===== config.mk =====
export PLATFORM = sky130hd
export DESIGN_NAME = controlador_de_status_flat
export DESIGN_NICKNAME = d
export VERILOG_FILES = /design/src/rtl/status_pkg.sv /design/src/rtl/controlador_de_status_if.sv /design/src/rtl/temporizador_de_fase.sv /design/src/rtl/controlador_de_status.sv /design/src/flat_wrapper.sv
export SDC_FILE = /design/constraint.sdc
export NUM_CORES = 1
export LEC_CHECK = 0
export CORE_UTILIZATION = 45
export DETAILED_ROUTE_END_ITERATION = 12
export HOLD_SLACK_MARGIN = 0.1
export PLACE_DENSITY = 0.7
export SYNTH_ARGS = -nofsm -noshare
export SYNTH_HDL_FRONTEND = slang
export SYNTH_SLANG_ARGS = --single-unit

===== constraint.sdc =====
create_clock -name clk -period 2.2 [get_ports clk]
set_input_delay 0.66 -clock clk [delete_from_list [all_inputs] [get_ports clk]]
set_output_delay 0.66 -clock clk [all_outputs]
set_load 0.01 [all_outputs]

===== src/rtl/status_pkg.sv =====
// Shared status codes for the status sequencer and the status decoder.
// The state encoding is the (a, b) code itself.
package status_pkg;

    localparam int MUNICAO_W = 4;

    typedef enum logic [1:0] {
        ST_DESLIGADO  = 2'b00,
        ST_RECARGA    = 2'b01,
        ST_PREPARACAO = 2'b10,
        ST_ATAQUE     = 2'b11
    } estado_t;

endpackage


===== src/rtl/controlador_de_status_if.sv =====
// Operator panel inputs and status outputs of the status sequencer.
// master drives the panel side; slave is the sequencer.
interface controlador_de_status_if;
    import status_pkg::*;

    logic                 liga;
    logic                 disparo;
    logic                 cancela;
    logic                 recarregar;
    logic                 a;
    logic                 b;
    logic                 pronto;
    logic                 tiro;
    logic [MUNICAO_W-1:0] municao;

    modport master (
        output liga, disparo, cancela, recarregar,
        input  a, b, pronto, tiro, municao
    );

    modport slave (
        input  liga, disparo, cancela, recarregar,
        output a, b, pronto, tiro, municao
    );
endinterface


===== src/rtl/temporizador_de_fase.sv =====
// Loadable down-counter with zero flag, shared by all timed phases.
// It saturates at zero; load takes priority over decrement.
module temporizador_de_fase #(
    parameter int W = 3
) (
    input  logic         clk,
    input  logic         rst_n,
    input  logic         ld,
    input  logic         dec,
    input  logic [W-1:0] val,
    output logic         zero
);

    logic [W-1:0] cnt;

    always_ff @(posedge clk or negedge rst_n) begin
        if (!rst_n) begin
            cnt <= '0;
        end else if (ld) begin
            cnt <= val;
        end else if (dec && cnt != '0) begin
            cnt <= cnt - W'(1);
        end
    end

    assign zero = (cnt == '0);

endmodule


===== src/rtl/controlador_de_status.sv =====
// Status sequencer: DESLIGADO -> PREPARACAO -> ATAQUE -> RECARGA.
// {a, b} is the state register; all outputs are registered.
module controlador_de_status
    import status_pkg::*;
#(
    parameter int PREP_CICLOS    = 8,
    parameter int ATAQUE_CICLOS  = 4,
    parameter int RECARGA_CICLOS = 6,
    parameter int MUNICAO_MAX    = 3
) (
    input logic                    clk,
    input logic                    rst_n,
    controlador_de_status_if.slave bus
);

    localparam int TMAX_PA = (PREP_CICLOS > ATAQUE_CICLOS) ?
                             PREP_CICLOS : ATAQUE_CICLOS;
    localparam int TMAX    = (TMAX_PA > RECARGA_CICLOS) ?
                             TMAX_PA : RECARGA_CICLOS;
    localparam int TW      = (TMAX > 1) ? $clog2(TMAX) : 1;

    localparam logic [TW-1:0]        T_PREP = TW'(PREP_CICLOS - 1);
    localparam logic [TW-1:0]        T_ATQ  = TW'(ATAQUE_CICLOS - 1);
    localparam logic [TW-1:0]        T_REC  = TW'(RECARGA_CICLOS - 1);
    localparam logic [MUNICAO_W-1:0] M_MAX  = MUNICAO_W'(MUNICAO_MAX);

    estado_t              st, st_n;
    logic                 pronto_q, pronto_n;
    logic                 tiro_q, tiro_n;
    logic [MUNICAO_W-1:0] mun_q, mun_n;
    logic                 ld, dec, zero;
    logic [TW-1:0]        ld_v;
    logic                 tem_mun;

    assign tem_mun = (mun_q != '0);

    temporizador_de_fase #(.W(TW)) u_tmr (
        .clk   (clk),
        .rst_n (rst_n),
        .ld    (ld),
        .dec   (dec),
        .val   (ld_v),
        .zero  (zero)
    );

    always_ff @(posedge clk or negedge rst_n) begin
        if (!rst_n) begin
            st       <= ST_DESLIGADO;
            pronto_q <= 1'b0;
            tiro_q   <= 1'b0;
            mun_q    <= M_MAX;
        end else begin
            st       <= st_n;
            pronto_q <= pronto_n;
            tiro_q   <= tiro_n;
            mun_q    <= mun_n;
        end
    end

    always_comb begin
        st_n     = st;
        pronto_n = pronto_q;
        tiro_n   = 1'b0;
        mun_n    = mun_q;
        ld       = 1'b0;
        ld_v     = '0;
        dec      = 1'b0;
        unique case (st)
            ST_DESLIGADO: begin
                pronto_n = 1'b0;
                if (bus.recarregar) mun_n = M_MAX;
                if (bus.liga && !bus.cancela && tem_mun) begin
                    st_n = ST_PREPARACAO;
                    ld   = 1'b1;
                    ld_v = T_PREP;
                end
            end
            ST_PREPARACAO: begin
                // abort outranks a simultaneous fire request
                if (bus.cancela || !bus.liga) begin
                    st_n     = ST_DESLIGADO;
                    pronto_n = 1'b0;
                end else if (pronto_q) begin
                    if (bus.disparo && tem_mun) begin
                        st_n     = ST_ATAQUE;
                        ld       = 1'b1;
                        ld_v     = T_ATQ;
                        tiro_n   = 1'b1;
                        mun_n    = mun_q - MUNICAO_W'(1);
                        pronto_n = 1'b0;
                    end
                end else if (zero) begin
                    pronto_n = 1'b1;
                end else begin
                    dec = 1'b1;
                end
            end
            ST_ATAQUE: begin
                if (bus.cancela || zero) begin
                    st_n = ST_RECARGA;
                    ld   = 1'b1;
                    ld_v = T_REC;
                end else begin
                    dec = 1'b1;
                end
            end
            ST_RECARGA: begin
                if (!zero) begin
                    dec = 1'b1;
                end else if (bus.liga && tem_mun) begin
                    st_n = ST_PREPARACAO;
                    ld   = 1'b1;
                    ld_v = T_PREP;
                end else begin
                    st_n = ST_DESLIGADO;
                end
            end
        endcase
    end

    assign bus.a       = st[1];
    assign bus.b       = st[0];
    assign bus.pronto  = pronto_q;
    assign bus.tiro    = tiro_q;
    assign bus.municao = mun_q;

endmodule


===== src/flat_wrapper.sv =====
// flat-port wrapper written by rule: the top's interface ports become plain ports
module controlador_de_status_flat import status_pkg::*;
#(
    parameter int PREP_CICLOS    = 8,
    parameter int ATAQUE_CICLOS  = 4,
    parameter int RECARGA_CICLOS = 6,
    parameter int MUNICAO_MAX    = 3
)
  (clk, rst_n, bus_liga, bus_disparo, bus_cancela, bus_recarregar, bus_a, bus_b, bus_pronto, bus_tiro, bus_municao);
  controlador_de_status_if bus_i ();
  input logic clk;
  input logic rst_n;
  input wire logic [$bits(bus_i.liga)-1:0] bus_liga;
  input wire logic [$bits(bus_i.disparo)-1:0] bus_disparo;
  input wire logic [$bits(bus_i.cancela)-1:0] bus_cancela;
  input wire logic [$bits(bus_i.recarregar)-1:0] bus_recarregar;
  output wire logic [$bits(bus_i.a)-1:0] bus_a;
  output wire logic [$bits(bus_i.b)-1:0] bus_b;
  output wire logic [$bits(bus_i.pronto)-1:0] bus_pronto;
  output wire logic [$bits(bus_i.tiro)-1:0] bus_tiro;
  output wire logic [$bits(bus_i.municao)-1:0] bus_municao;
  assign bus_i.liga = bus_liga;
  assign bus_i.disparo = bus_disparo;
  assign bus_i.cancela = bus_cancela;
  assign bus_i.recarregar = bus_recarregar;
  assign bus_a = bus_i.a;
  assign bus_b = bus_i.b;
  assign bus_pronto = bus_i.pronto;
  assign bus_tiro = bus_i.tiro;
  assign bus_municao = bus_i.municao;
  controlador_de_status #(.PREP_CICLOS(PREP_CICLOS), .ATAQUE_CICLOS(ATAQUE_CICLOS), .RECARGA_CICLOS(RECARGA_CICLOS), .MUNICAO_MAX(MUNICAO_MAX)) u_core (.clk(clk), .rst_n(rst_n), .bus(bus_i));
endmodule

# Yosys cells after proc, flatten, opt, wreduce, memory -nomap -nowiden
# Cells that the tools add are included.
dict set report totals {
  out_inout_bits 8
  reg_bits 11
  inputBits 6
}
dict set report classes {
  mux 42
  n_reduce_logical 17
  n_eq_ne 12
  addsub 2
}
# operator count
set ops {}
lappend ops {{$mux 3} 8}
lappend ops {{$mux 1} 16}
lappend ops {{$mux 2} 8}
lappend ops {{$mux 4} 4}
lappend ops {{$pmux 3 s4} 1}
lappend ops {{$ne 2x1->1 const B} 5}
lappend ops {{$reduce_and 5->1} 2}
lappend ops {{$pmux 2 s4} 1}
lappend ops {{$pmux 4 s2} 1}
lappend ops {{$ne 3x1->1 const B} 2}
lappend ops {{$logic_and 1x1->1} 5}
lappend ops {{$eq 2x2->1 const B} 2}
lappend ops {{$ne 2x2->1 const B} 2}
lappend ops {{$pmux 1 s4} 1}
lappend ops {{$reduce_bool 2->1} 2}
lappend ops {{$reduce_bool 4->1} 1}
lappend ops {{$sub 4x1->4 const B} 1}
lappend ops {{$logic_not 3->1} 1}
lappend ops {{$pmux 1 s3} 1}
lappend ops {{$reduce_bool 3->1} 1}
lappend ops {{$sub 3x1->3 const B} 1}
lappend ops {{$eq 2x1->1 const B} 1}
lappend ops {{$logic_not 1->1} 2}
lappend ops {{$logic_not 2->1} 1}
lappend ops {{2 further kinds} 3}

# Depth between registers and ports, before layout
dict set report depth {
  ltp_word 8
  mapped_depth 7
}

# Cells and area by module
# A second synthesis with hierarchy kept.
dict set report unflattened {
  hier_cells 84
  area_unflattened_um2 774.5
}
# module seq_area_each_um2 cells_each area_per_inst_um2 n_inst
set modules_own_cells {}
lappend modules_own_cells {controlador_de_status 202.7 65 584.3 1}
lappend modules_own_cells {temporizador_de_fase 75.1 19 190.2 1}

# Least setup slack after synthesis
# No wires, ideal clock.
dict set report synth_path {
  kind {register -> register}
  from {register u_core.mun_q[0] (netlist: u_core.bus.municao[0])}
  to {register u_core.mun_q[2] (netlist: u_core.bus.municao[2])}
  t_required_ps 2075
  arrival_time_ps 1800
  path_slack_ps 275
  stages_incl_launch_ff 8
  setup_time_ps 125
  synth_period_minus_slack_ps 1925
  path_cell_list {dfstp_2 > inv_1 > ha_1 > or3b_1 > buf_4 > nor4b_4 > nand2_1 > mux2_4}
}
dict set report synth_via {
  elab_chain_cells 5
  elab_cells_between_ends 9
}
# element line
set synth_lines {}
lappend synth_lines {{start, declared} controlador_de_status.sv:30} ;# logic [MUNICAO_W-1:0] mun_q, mun_n;
lappend synth_lines {{start signal, assigned} controlador_de_status.sv:56} ;# mun_q <= mun_n;
lappend synth_lines {{$sub 4x1->4} controlador_de_status.sv:89} ;# mun_n = mun_q - MUNICAO_W'(1);
lappend synth_lines {{$mux 4} controlador_de_status.sv:84} ;# if (bus.disparo && tem_mun) begin
lappend synth_lines {{$mux 4} controlador_de_status.sv:83} ;# end else if (pronto_q) begin
lappend synth_lines {{$mux 4} controlador_de_status.sv:80} ;# if (bus.cancela || !bus.liga) begin
lappend synth_lines {{$pmux 4 s2} controlador_de_status.sv:68} ;# unique case (st)
# Parallel ways exist; a longest one is shown, timed or not. The select of a mux whose other input is x is not followed.
# A chain may end at the register's enable or synchronous reset.

# Worst setup path in the final report
dict set report layout_path {
  from {register u_core.mun_q[0] (netlist: u_core.bus.municao[0])}
  to {output port bus_municao[0]}
}
# element line
set layout_rtl {}
lappend layout_rtl {{end, declared} flat_wrapper.sv:21} ;# output wire logic [$bits(bus_i.municao)-1:0] bus_municao;
# No word-level cell between the ends.

==> flow_summary.toml <==
[yosys]
syn_area_per_cell_sq_um = 9.79
ys_seq_area_frac = 0.383
synth.ff_latch_count = 11
synth_top_cell_by_area = "dfrtp_1"
netlist_instances = 74
netlist_top_cells_area = "dfrtp_1, dfstp_2, ha_1"
yosysTopAreaCellShare = 0.311
ys.flop_type = "dfrtp_1"
synth_nets = 83
yosysUniqueCellTypes = 32
ys_async_sr_fraction = 1.00
synth_edf_count = 0
synth_warnings = 0
netlist_area_sq_um = 724

[finish]
final_layout_size_suffix_gt1_frac = 0.170
fin_nets = 104
antennaDiodeCount = 0
area_growth_syn_to_layout_pct = 28.0
utilization = 0.615

[clock_network]
clock_latency_ns = 0.27
postCtsSetupBuffers = 0
clockBufferDepth = 2
cts_max_level = 1
holdBufCountCts = 0
cts_root_buffer = "clkbuf_4"
clkTransAtPathRegs_ns = 0.07
cts_tree = "built"
numCtsBuffers = 3
clock-sinks = 11
post_cts_resized = 0

[routing]
drtPass1Iterations = 4
avgRoutedWirePerCell_um = 12.9
remaining_drc_errors = 0
routed_via_density = 5.47
drt_iter0_drc = 19
wl_um = 1420
drtAntennaViolNets = 0
vias = 602

[die]
row_count = 14
dieArea_sq_um = 1770
pin_count = 14
core_sq_um = 1510
die_y_um = 42.1
start_util = 0.481
die_w_um = 42.1

[critical_path]
required_ns = 1.54
worst_path_max_delay_cell = "dfstp_2"
crit_family = "flip-flops"
path_cells = "clkdlybuf4s50_1"
critPathMaxFanout = 5
start_kind = "flip-flop"
critPathBufInv = 1
arrival_ns = 1.37
slowest_delay_ns = 0.56
end_kind = "output pin"
crit_type = "reg -> out"

[place]
gp_congestion = 0.823
port_buffers = 13
place.detailed.hpwl_um = 1110
dp_slack_ns = 0.00862

[sta]
period_share = 0.921
maxSlewHeadroom = 0.659
rsz0062_at_grt = "false"
tightest_slew_ns = 0.509
fmax_mhz = 493
fin_skew_ns = 0.000824
setup_violations = 0
hold_ws_ns = 0.549
hold_viol = 0
fin_ws_ns = 0.173
tns_ns = 0
timing.final.crit_period_ns = 2.03
slew_violations = 0

[pwr]
netSwitchingFraction = 0.380
p_comb_frac = 0.490
sequentialPowerShare = 0.342
switching_power_uw = 308
leakagePower_uw = 0.000453
power.internal_uw = 502
peakVddDrop_v = 0.000542
clkPwrFrac = 0.168
p_per_area_nw_per_um2 = 873

[run]
max_cap_viol_count = 0

[global_routing]
grt_pass1_vias = 554
grt_max_degree = 14
antenna_found_initial = 0
grt_remaining_overflow = 0
grt.total_usage = 0.184
grt_pass1_wl_um = 2390

[min_path]
hold_path.class = "reg -> reg"

[outcome]
status = "finished, final reports clean"
## stage by stage
stage / area, sq um / std cells / power, uW
4_1_cts: 927 / 110 / 821
5_1_grt: 927 / 110 / 874
2_1_floorplan: 724 / 74 / 555
3_3_place_gp: 901 / 106 / 670
3_5_place_dp: 901 / 106 / 677
6_report: 927 / 110 / 810
## worst paths after layout
kind	start	slack (ns)	cells after the start	to
hold / removal	u_core.u_tmr.cnt[1]	0.55	2	u_core.u_tmr.cnt[1]
min in group asynchronous	rst_n	0.73	1	u_core.u_tmr.cnt[1]
hold reg to reg	u_core.u_tmr.cnt[1]	0.55	2	u_core.u_tmr.cnt[1]
setup / recovery	u_core.bus.municao[0]	0.17	1	bus_municao[0]
max in group asynchronous	rst_n	1.11	1	u_core.bus.municao[0]
setup reg to reg	u_core.bus.municao[0]	0.23	6	u_core.bus.municao[3]
## metal layers
metal | GRT usage | vias up | wire length, um
li1 | - | 309 | -
met1 | 0.258 | 277 | 702
met2 | 0.259 | 14 | 632
met3 | 0.0776 | 2 | 67
met4 | 0.0563 | 0 | 14
met5 | 0 | - | 0
## cell usage after synthesis (3+ instances only)
library cell	count
dfrtp_1	9
a31oi_1	3
inv_1	7
o211ai_1	3
ha_1	3
nor2_1	5
o21ai_0	4
nand3b_1	3
nand2_1	7
## power groups by stage
stage          registers (uW)  logic (uW)  clock network, uW
2_1_floorplan             295         259                  0
3_3_place_gp              280         390                  0
3_5_place_dp              281         396                  0
4_1_cts                   278         399                144
5_1_grt                   284         441                149
6_report                  277         397                136
## final cells by class
| class | count | area [sq um] |
|---|---|---|
| multi-input combinational | 53 | 402 |
| timing repair buffer | 19 | 175 |
| sequential | 11 | 278 |
| fill | 141 | 579 |
| inverter | 7 | 26.3 |
| tap | 16 | 20.0 |
| clock buffer | 4 | 26.3 |
## flip-flops by register name (all words and copies together) (netlist names)
name	cells
u_core.st	2
u_core.bus.pronto	1
u_core.bus.tiro	1
u_core.bus.municao	4
u_core.u_tmr.cnt	3
## placed cells by master, fill, tap and decap left out, drive strengths merged, types with 2 or more instances in the layout
cell type	synthesis	layout
a31oi	3	3
a41oi	2	2
buf	2	6
clkbuf	1	4
clkdlybuf4s50	0	13
dfrtp	9	9
dfstp	2	2
ha	3	3
inv	7	7
mux2	2	2
mux2i	2	2
nand2	7	7
nand2b	2	2
nand3b	4	4
nor2	5	5
nor2b	2	2
nor3	2	2
o211ai	3	3
o21ai	4	4
## logic make-up (layout without fill, tap and decap cells)
kind of cell	count (synthesis)	count (layout)	synth area share
and+or+nand+nor	27	27	0.252
AOI/OAI and AO/OA	18	18	0.174
DFF	11	11	0.383
buffers and inverters	10	30	0.0622
muxes	4	4	0.0639
adders and majority gates	3	3	0.0518
xor gates and xnor gates	1	1	0.0121
(Power assumes the default switching activity.)
